[src/rtl/prog_loader_pkg.sv]
// Shared types and constants for the boot-time program loader.
package prog_loader_pkg;

    typedef enum logic [2:0] {
        IDLE,
        COUNT,
        HI,
        LO,
        WRITE,
        CHECK,
        DONE,
        ERR
    } loader_state_t;

    localparam logic [7:0] HEADER_DEFAULT = 8'hA5;

endpackage

[src/rtl/prog_loader_if.sv]
// Byte-stream input, program-memory write port and CPU status flags of the loader.
// The slave modport is the loader side; the master modport is the byte source / observer.
interface prog_loader_if #(
    parameter int AW = 8,
    parameter int DW = 13
);
    logic [7:0]    inData;
    logic          inValid;
    logic          inReady;
    logic          pmWrEn;
    logic [AW-1:0] pmWrAddr;
    logic [DW-1:0] pmWrData;
    logic          cpuHold;
    logic          done;
    logic          error;

    modport master (
        output inData, inValid,
        input  inReady, pmWrEn, pmWrAddr, pmWrData, cpuHold, done, error
    );

    modport slave (
        input  inData, inValid,
        output inReady, pmWrEn, pmWrAddr, pmWrData, cpuHold, done, error
    );
endinterface

[src/rtl/prog_loader_byte_timeout.sv]
// Inter-byte idle watchdog: counts cycles while run is high, restarts on clear,
// and flags expiry once the count reaches TIMEOUT.
module byte_timeout #(
    parameter int TIMEOUT = 65535
) (
    input  logic clk,
    input  logic rst,
    input  logic run,
    input  logic clear,
    output logic expired
);
    localparam int             CW    = $clog2(TIMEOUT + 1);
    localparam logic [CW-1:0]  LIMIT = CW'(TIMEOUT);

    logic [CW-1:0] cnt_q;
    logic [CW-1:0] cnt_d;

    // Next count: clear wins, otherwise count up and saturate at the limit.
    always_comb begin
        cnt_d = cnt_q;
        if (clear) begin
            cnt_d = '0;
        end else if (run && (cnt_q != LIMIT)) begin
            cnt_d = cnt_q + 1'b1;
        end
    end

    // Counter register.
    always_ff @(posedge clk or negedge rst) begin
        if (!rst) begin
            cnt_q <= '0;
        end else begin
            cnt_q <= cnt_d;
        end
    end

    assign expired = run && (cnt_q == LIMIT);

endmodule

[src/rtl/prog_loader.sv]
// Boot loader: parses HEADER/N/{HI,LO}*(N+1)/CK frames from a byte stream,
// writes each assembled word into program memory and releases the CPU only
// after a frame with a good checksum.
module prog_loader
    import prog_loader_pkg::*;
#(
    parameter int         prog_mem_length = 8,
    parameter int         prog_mem_width  = 13,
    parameter logic [7:0] HEADER          = HEADER_DEFAULT,
    parameter int         TIMEOUT         = 65535
) (
    input  logic         clk,
    input  logic         rst,
    prog_loader_if.slave bus
);
    localparam int         L        = prog_mem_length;
    localparam int         W        = prog_mem_width;
    localparam logic [8:0] MAX_ADDR = 9'((1 << L) - 1);

    loader_state_t state_q, state_d;
    logic [L-1:0]  addr_q,  addr_d;
    logic [7:0]    n_q,     n_d;
    logic [7:0]    sum_q,   sum_d;
    logic [W-9:0]  hi_q,    hi_d;
    logic [W-1:0]  data_q,  data_d;
    logic          hold_q,  hold_d;
    logic          done_q,  done_d;
    logic          error_q, error_d;

    logic accept;
    logic timer_run;
    logic timer_clear;
    logic timed_out;
    logic go_err;

    assign accept      = bus.inValid && (state_q != WRITE);
    assign timer_run   = (state_q == COUNT) || (state_q == HI) ||
                         (state_q == LO)    || (state_q == CHECK);
    assign timer_clear = accept || !timer_run;

    byte_timeout #(.TIMEOUT(TIMEOUT)) u_timeout (
        .clk     (clk),
        .rst     (rst),
        .run     (timer_run),
        .clear   (timer_clear),
        .expired (timed_out)
    );

    // Frame parser: next state, address/checksum/word datapath and status flags.
    always_comb begin
        state_d = state_q;
        addr_d  = addr_q;
        n_d     = n_q;
        sum_d   = sum_q;
        hi_d    = hi_q;
        data_d  = data_q;
        hold_d  = hold_q;
        done_d  = done_q;
        error_d = error_q;
        go_err  = 1'b0;

        case (state_q)
            IDLE, DONE, ERR: begin
                // Only a header is meaningful outside a frame; everything else is dropped.
                if (accept && (bus.inData == HEADER)) begin
                    state_d = COUNT;
                    hold_d  = 1'b1;
                    done_d  = 1'b0;
                    error_d = 1'b0;
                end
            end
            COUNT: begin
                if (timed_out) begin
                    go_err = 1'b1;
                end else if (accept) begin
                    n_d    = bus.inData;
                    sum_d  = bus.inData;
                    addr_d = '0;
                    if ({1'b0, bus.inData} > MAX_ADDR) begin
                        go_err = 1'b1;
                    end else begin
                        state_d = HI;
                    end
                end
            end
            HI: begin
                if (timed_out) begin
                    go_err = 1'b1;
                end else if (accept) begin
                    hi_d    = bus.inData[W-9:0];
                    sum_d   = sum_q + bus.inData;
                    state_d = LO;
                end
            end
            LO: begin
                if (timed_out) begin
                    go_err = 1'b1;
                end else if (accept) begin
                    sum_d   = sum_q + bus.inData;
                    data_d  = {hi_q, bus.inData};
                    state_d = WRITE;
                end
            end
            WRITE: begin
                if (8'(addr_q) == n_q) begin
                    state_d = CHECK;
                end else begin
                    addr_d  = addr_q + 1'b1;
                    state_d = HI;
                end
            end
            CHECK: begin
                if (timed_out) begin
                    go_err = 1'b1;
                end else if (accept) begin
                    if (8'(sum_q + bus.inData) == 8'h00) begin
                        state_d = DONE;
                        hold_d  = 1'b0;
                        done_d  = 1'b1;
                    end else begin
                        go_err = 1'b1;
                    end
                end
            end
            default: begin
                state_d = IDLE;
            end
        endcase

        if (go_err) begin
            state_d = ERR;
            error_d = 1'b1;
            hold_d  = 1'b1;
            done_d  = 1'b0;
        end
    end

    // State, datapath and flag registers.
    always_ff @(posedge clk or negedge rst) begin
        if (!rst) begin
            state_q <= IDLE;
            addr_q  <= '0;
            n_q     <= '0;
            sum_q   <= '0;
            hi_q    <= '0;
            data_q  <= '0;
            hold_q  <= 1'b1;
            done_q  <= 1'b0;
            error_q <= 1'b0;
        end else begin
            state_q <= state_d;
            addr_q  <= addr_d;
            n_q     <= n_d;
            sum_q   <= sum_d;
            hi_q    <= hi_d;
            data_q  <= data_d;
            hold_q  <= hold_d;
            done_q  <= done_d;
            error_q <= error_d;
        end
    end

    // Handshake and write strobe decode straight from the state register.
    assign bus.inReady  = (state_q != WRITE);
    assign bus.pmWrEn   = (state_q == WRITE);
    assign bus.pmWrAddr = addr_q;
    assign bus.pmWrData = data_q;
    assign bus.cpuHold  = hold_q;
    assign bus.done     = done_q;
    assign bus.error    = error_q;

endmodule

[src/flat_wrapper.sv]
// flat-port wrapper written by rule: the top's interface ports become plain ports
module prog_loader_flat import prog_loader_pkg::*;
#(
    parameter int         prog_mem_length = 8,
    parameter int         prog_mem_width  = 13,
    parameter logic [7:0] HEADER          = HEADER_DEFAULT,
    parameter int         TIMEOUT         = 65535
)
  (clk, rst, bus_inData, bus_inValid, bus_inReady, bus_pmWrEn, bus_pmWrAddr, bus_pmWrData, bus_cpuHold, bus_done, bus_error);
  prog_loader_if #(.AW((8)), .DW((13))) bus_i ();
  input  logic clk;
  input  logic rst;
  input wire logic [$bits(bus_i.inData)-1:0] bus_inData;
  input wire logic [$bits(bus_i.inValid)-1:0] bus_inValid;
  output wire logic [$bits(bus_i.inReady)-1:0] bus_inReady;
  output wire logic [$bits(bus_i.pmWrEn)-1:0] bus_pmWrEn;
  output wire logic [$bits(bus_i.pmWrAddr)-1:0] bus_pmWrAddr;
  output wire logic [$bits(bus_i.pmWrData)-1:0] bus_pmWrData;
  output wire logic [$bits(bus_i.cpuHold)-1:0] bus_cpuHold;
  output wire logic [$bits(bus_i.done)-1:0] bus_done;
  output wire logic [$bits(bus_i.error)-1:0] bus_error;
  assign bus_i.inData = bus_inData;
  assign bus_i.inValid = bus_inValid;
  assign bus_inReady = bus_i.inReady;
  assign bus_pmWrEn = bus_i.pmWrEn;
  assign bus_pmWrAddr = bus_i.pmWrAddr;
  assign bus_pmWrData = bus_i.pmWrData;
  assign bus_cpuHold = bus_i.cpuHold;
  assign bus_done = bus_i.done;
  assign bus_error = bus_i.error;
  prog_loader #(.prog_mem_length(prog_mem_length), .prog_mem_width(prog_mem_width), .HEADER(HEADER), .TIMEOUT(TIMEOUT)) u_core (.clk(clk), .rst(rst), .bus(bus_i));
endmodule
[config.mk]
export PLATFORM = sky130hd
export DESIGN_NAME = prog_loader_flat
export DESIGN_NICKNAME = d
export VERILOG_FILES = /design/src/rtl/prog_loader_pkg.sv /design/src/rtl/prog_loader_if.sv /design/src/rtl/prog_loader_byte_timeout.sv /design/src/rtl/prog_loader.sv /design/src/flat_wrapper.sv
export SDC_FILE = /design/constraint.sdc
export NUM_CORES = 1
export LEC_CHECK = 0
export CORE_AREA = 2 2 81 121
export CTS_BUF_LIST = sky130_fd_sc_hd__clkbuf_4
export DETAILED_ROUTE_END_ITERATION = 16
export DIE_AREA = 0 0 83 123
export GPL_TIMING_DRIVEN = 0
export PLACE_DENSITY = 0.67
export SLEW_MARGIN = 20
export SYNTH_ARGS = -nofsm -noshare
export SYNTH_HDL_FRONTEND = slang
export SYNTH_SLANG_ARGS = --single-unit
[constraint.sdc]
create_clock -name clk -period 3.4 [get_ports clk]
set_input_delay 0.51 -clock clk [delete_from_list [all_inputs] [get_ports clk]]
set_output_delay 0.51 -clock clk [all_outputs]
set_load 0.02 [all_outputs]
# After elaboration in Yosys (flattened, before gate mapping)
# Cells that the tools add are included.
op_classes:
  addsub: 3
  eq_ne: 27
  mux: 43
  n_bitwise: 1
  n_reduce_logical: 28
ops:
  columns: ["cell", "count"]
  rows:
  - ["$mux W8", 7]
  - ["$mux W3", 12]
  - ["$mux W16", 2]
  - ["$pmux W8 S2", 2]
  - ["$pmux W3 S6", 1]
  - ["$add A16 B1 Y16 const B", 1]
  - ["$eq A16 B16 Y1 const B", 1]
  - ["$mux W1", 16]
  - ["$ne A16 B16 Y1 const B", 1]
  - ["$ne A3 B1 Y1 const B", 5]
  - ["$ne A3 B3 Y1 const B", 5]
  - ["$eq A3 B3 Y1 const B", 4]
  - ["$reduce_and A10 Y1", 1]
  - ["$reduce_and A5 Y1", 2]
  - ["$reduce_bool A2 Y1", 5]
  - ["$reduce_and A3 Y1", 3]
  - ["$add A8 B1 Y8 const B", 1]
  - ["$add A8 B8 Y8", 1]
  - ["$eq A8 B8 Y1", 1]
  - ["$eq A8 B8 Y1 const B", 1]
  - ["$logic_not A8 Y1", 1]
  - ["$eq A3 B2 Y1 const B", 2]
  - ["$ne A2 B2 Y1 const B", 3]
  - ["$pmux W1 S2", 3]
  - ["13 further kinds", 21]
totals:
  regBits: 64

# Logic depth before layout (Yosys ltp)
depth:
  depth_word: 9
  depth_mapped: 10

# By module
# Synthesis repeated with hierarchy kept, for this count alone.
unflattened:
  hier_cells: 358
  area_unflattened_um2: 3502.1
modules_own_cells:
  columns: ["module", "n_inst", "cells_per_inst", "area_per_inst_um2", "seq_area_each_um2"]
  rows:
  - ["prog_loader", 1, 257, 2568.7, 1202.4]
  - ["byte_timeout", 1, 101, 933.4, 400.4]

# Worst setup path before layout
# No wires, ideal clock.
synth_timing:
  path_type: "input to register"
  from: "input bus_inData[0]"
  to: "register u_core.done_q, in the netlist u_core.bus.done"
  setup_ps: 67
  arrival_time_ps: 2325
  t_required_ps: 3333
  setup_slack_ps: 1008
  path_stages: 8
  n_path_buf: 0
  cell_sequence: "ha_1 -> fa_1 -> a211oi_1 -> nor2_1 -> xor2_1 -> nor4_1 -> a311o_1 -> o2111a_1"
synth_between:
  elab_chain_len: 8
synth_rtl:
  columns: ["element", "line_no", "source"]
  rows:
  - ["from (decl)", "flat_wrapper.sv:13", "input wire logic [$bits(bus_i.inData)-1:0] bus_inData;"]
  - ["$add A8 B8 Y8", "prog_loader.sv:116", "if (8'(sum_q + bus.inData) == 8'h00) begin"]
  - ["$logic_not A8 Y1", "prog_loader.sv:116", null]
  - ["$mux W1", "prog_loader.sv:116", null]
  - ["$mux W1", "prog_loader.sv:115", "end else if (accept) begin"]
  - ["$mux W1", "prog_loader.sv:113", "if (timed_out) begin"]
  - ["$pmux W1 S2", "prog_loader.sv:62", "case (state_q)"]
  - ["$ne A3 B1 Y1 (no line), or another cell as far along", null, null]
  - ["$reduce_and A5 Y1 (no line)", null, null]
  - ["to (signal assigned)", "prog_loader.sv:158", "done_q <= done_d;"]
  - ["to (decl)", "prog_loader.sv:27", "logic done_q, done_d;"]
# Parallel ways exist; a longest one is shown, timed or not.
# A chain may end at the register's enable or synchronous reset.

# Worst setup path in the final report
# Ends and elaborated chain as after synthesis.

==> impl_metrics.toml <==
[final_layout]
nets = 420
final_cell_mix = "dfrtp_1 (63), nand2_1 (52), nor2_1 (37)"
final_common_cell = "dfrtp_1"
final_cells = 514
final_core_util_pct = 46.5
drive_above_1_share_pct = 15.2
post-route-cell-area_mm2 = 0.00428
fillers = 856
synthToLayoutAreaGrowth_pct = 20.2
insertedDiodeCount = 0

[timing]
finalCriticalPeriod_ns = 2.92
rsz0062_at_grt = "false"
clock.fmax_mhz = 343
worst_slack_ns = 0.483
setup_viol = 0
finalSetupTns_ns = 0
fin_skew_ns = 0.0103
period_share_pct = 85.8
maxSlewViolCount = 0
tightest_slew_ns = 0.576
relSlewSlack_pct = 61.4
hold_viol = 0

[route]
firstDrtPassIters = 4
drt_drc_violations_left = 0
routedWlPerCell_um = 15.6
wirelength_mm = 8.04
ant_nets = 0
dr.first_iter.drc_count = 149
vias_per_cell = 5.36
vias = 2756

[worst_setup_path]
r2r-start = "u_core.sum_q[0]$_DFFE_PN0P_"
arrival_ns = 3.29
end_kind = "flip-flop"
crit_path_start_kind = "input port"
critical_path_class = "in -> reg"
rrSetupSlack_ns = 0.79
cp-startpoint = "bus_inData[0]"
r2r-end = "u_core.bus.done$_DFFE_PN0P_"
critPathMaxFanout = 6
required_ns = 3.77
rr_worst_depth = 8

[min_path]
whs_path_depth = 2
min_to = "u_core.bus.error$_DFFE_PN0P_"
holdCritPathClass = "reg -> reg"
hold_path_startpoint = "u_core.bus.error$_DFFE_PN0P_"

[synthesis]
yosys.area_share.adder_pct = 4.08
synth.top_cell.area_share_pct = 44.3
synthSimpleGateAreaFrac_pct = 18.4
synth_seq_cells = 64
synth-edff-count = 0
syn_area_mm2 = 0.00356
yosys.area.top_type = "dfrtp_1"
synth_top_family_by_area = "simple AND/OR/NAND/NOR gates"
ys_seq_area_share_pct = 45.0
ys_warn_count = 0
synthDistinctLibCells = 60
synthTopCellsByArea = "dfrtp_1 (44%), mux2_2 (6.3%), xor2_1 (5.7%), nand2_1 (5.5%), nor2_1 (3.9%)"
async_reset_ff_share_pct = 100
ys.flop_type = "dfrtp_1"
synthCells = 350
synth_xor_area_share_pct = 8.36
avgSynthCellArea_um2 = 10.2
syn_nets = 372
synthMuxAreaShare_pct = 7.73
synth_compound_area_share_pct = 13.0

[die]
num_rows = 43
die_area_mm2 = 0.0102
die_h_um = 123
num_io_pins = 37
die_width_um = 83
design.core.area_mm2 = 0.00920
initial_utilization_pct = 38.7

[clocking]
numCtsBuffers = 9
clk_path_buf_depth = 2
clock-sinks = 64
clk_pin_slew_ns = 0.10
root_buffer = "clkbuf_4"
h-tree-depth = 3
clock_latency_ns = 0.43
post_cts_buffers = 0
cts_tree = "built"

[global_routing]
busiest_layer = "met2"
grt_pass1_vias = 2805
grtUsageMet3_pct = 3.81
antenna_found_initial = 0
met2_usage_pct = 29.7
grt_max_degree = 43
grt_pass1_wl_mm = 13.6
overflow = 0
use_met1_pct = 18.5
grt_usage_pct = 16.9

[power_and_ir_drop]
p_per_area_mw_per_mm2 = 864
ir_worst_vdd_mv = 0.525
p_leak_nw = 1.90

[placement]
placement.cell_area_mm2 = 0.00407
place_congestion = 0.875
dp_slack_ns = 0.119
dp_cells = 498
port-buffer-count = 35
hpwl_mm = 5.88

[flow_run]
maxCapViolCount = 0

[run_status]
status = "complete, no violations"
==> cells in the mapped netlist (4+ instances only) <==
library cell,instances
mux2i_1,5
xnor2_1,11
nand3_1,8
mux2_2,20
a211oi_1,5
nor2_1,37
nand2_1,52
ha_1,10
inv_1,8
dfrtp_1,63
and3_1,4
nand4_1,5
a21oi_1,20
xor2_1,23
o21ai_0,9
==> per-stage QoR <==
step,hold WS (ns),total power (W)
after floorplan,0.214,0.00243
after global placement,0.483,0.00294
after detailed placement,0.427,0.00299
after CTS,0.505,0.00373
after global routing,0.523,0.00396
final,0.506,0.00370
==> registers in the layout, indices dropped and copies added, names as in the netlist, 3 cells and up <==
register,count
u_core.u_timeout.cnt_q,16
u_core.bus.pmWrData,13
u_core.bus.pmWrAddr,8
u_core.n_q,8
u_core.sum_q,8
u_core.hi_q,5
u_core.state_q,3
==> power by group <==
| part | switching (W) | total (W) | internal, W |
|---|---|---|---|
| Combinational | 0.000925 | 0.00174 | 0.000816 |
| Sequential | 0.000201 | 0.00123 | 0.00103 |
| Clock | 0.000282 | 0.000723 | 0.000441 |
| Total | 0.00141 | 0.00370 | 0.00229 |
==> layout make-up <==
type / instances / area [um^2] / share of cell area, %
multi-input cells: 267 / 1840 / 42.9
flip-flops and latches: 64 / 1600 / 37.5
repair buffers: 37 / 378 / 8.83
well taps: 112 / 140 / 3.27
clock inverters: 6 / 133 / 3.10
plain buffers: 11 / 91.3 / 2.13
clock buffers: 9 / 67.6 / 1.58
inverters: 8 / 30.0 / 0.702
==> critical path: stages <==
cell and delay, ns:
clkdlybuf4s50_1 0.54, ha_1 0.31, fa_1 0.43, a211oi_1 0.31, nor2_1 0.11, xor2_1 0.17
nor4_1 0.33, a311o_1 0.36, o2111a_1 0.22
==> per-layer routing <==
metal  share of wire (%)  up-vias
met5                   0        -
met4                 3.7        0
met3                 3.5       24
met2                  52       62
met1                  41     1344
li1                    -     1326
==> how the worst max path moves through the flow <==
stage	depth (start not counted)	endpoint
floorplan	8	u_core.bus.done$_DFFE_PN0P_
global placement	1	u_core.sum_q[3]$_DFFE_PN0P_
detailed placement	9	u_core.bus.done$_DFFE_PN0P_
CTS	9	u_core.bus.done$_DFFE_PN0P_
global route	9	u_core.bus.done$_DFFE_PN0P_
finish	9	u_core.bus.done$_DFFE_PN0P_
==> repair_timing <==
item	in CTS	in global routing
hold buffers	1	0
hold endpoints to repair	22	0
gates resized for setup	0	0
==> logic make-up after synthesis <==
logic type,after synthesis
flip-flops,64
buffers and inverters,19
adder cells (fa/ha/maj),11
multiplexers,25
AND/OR/NAND/NOR,134
AO/OA/AOI/OAI,63
XOR/XNOR,34
(Power assumes the default switching activity.)
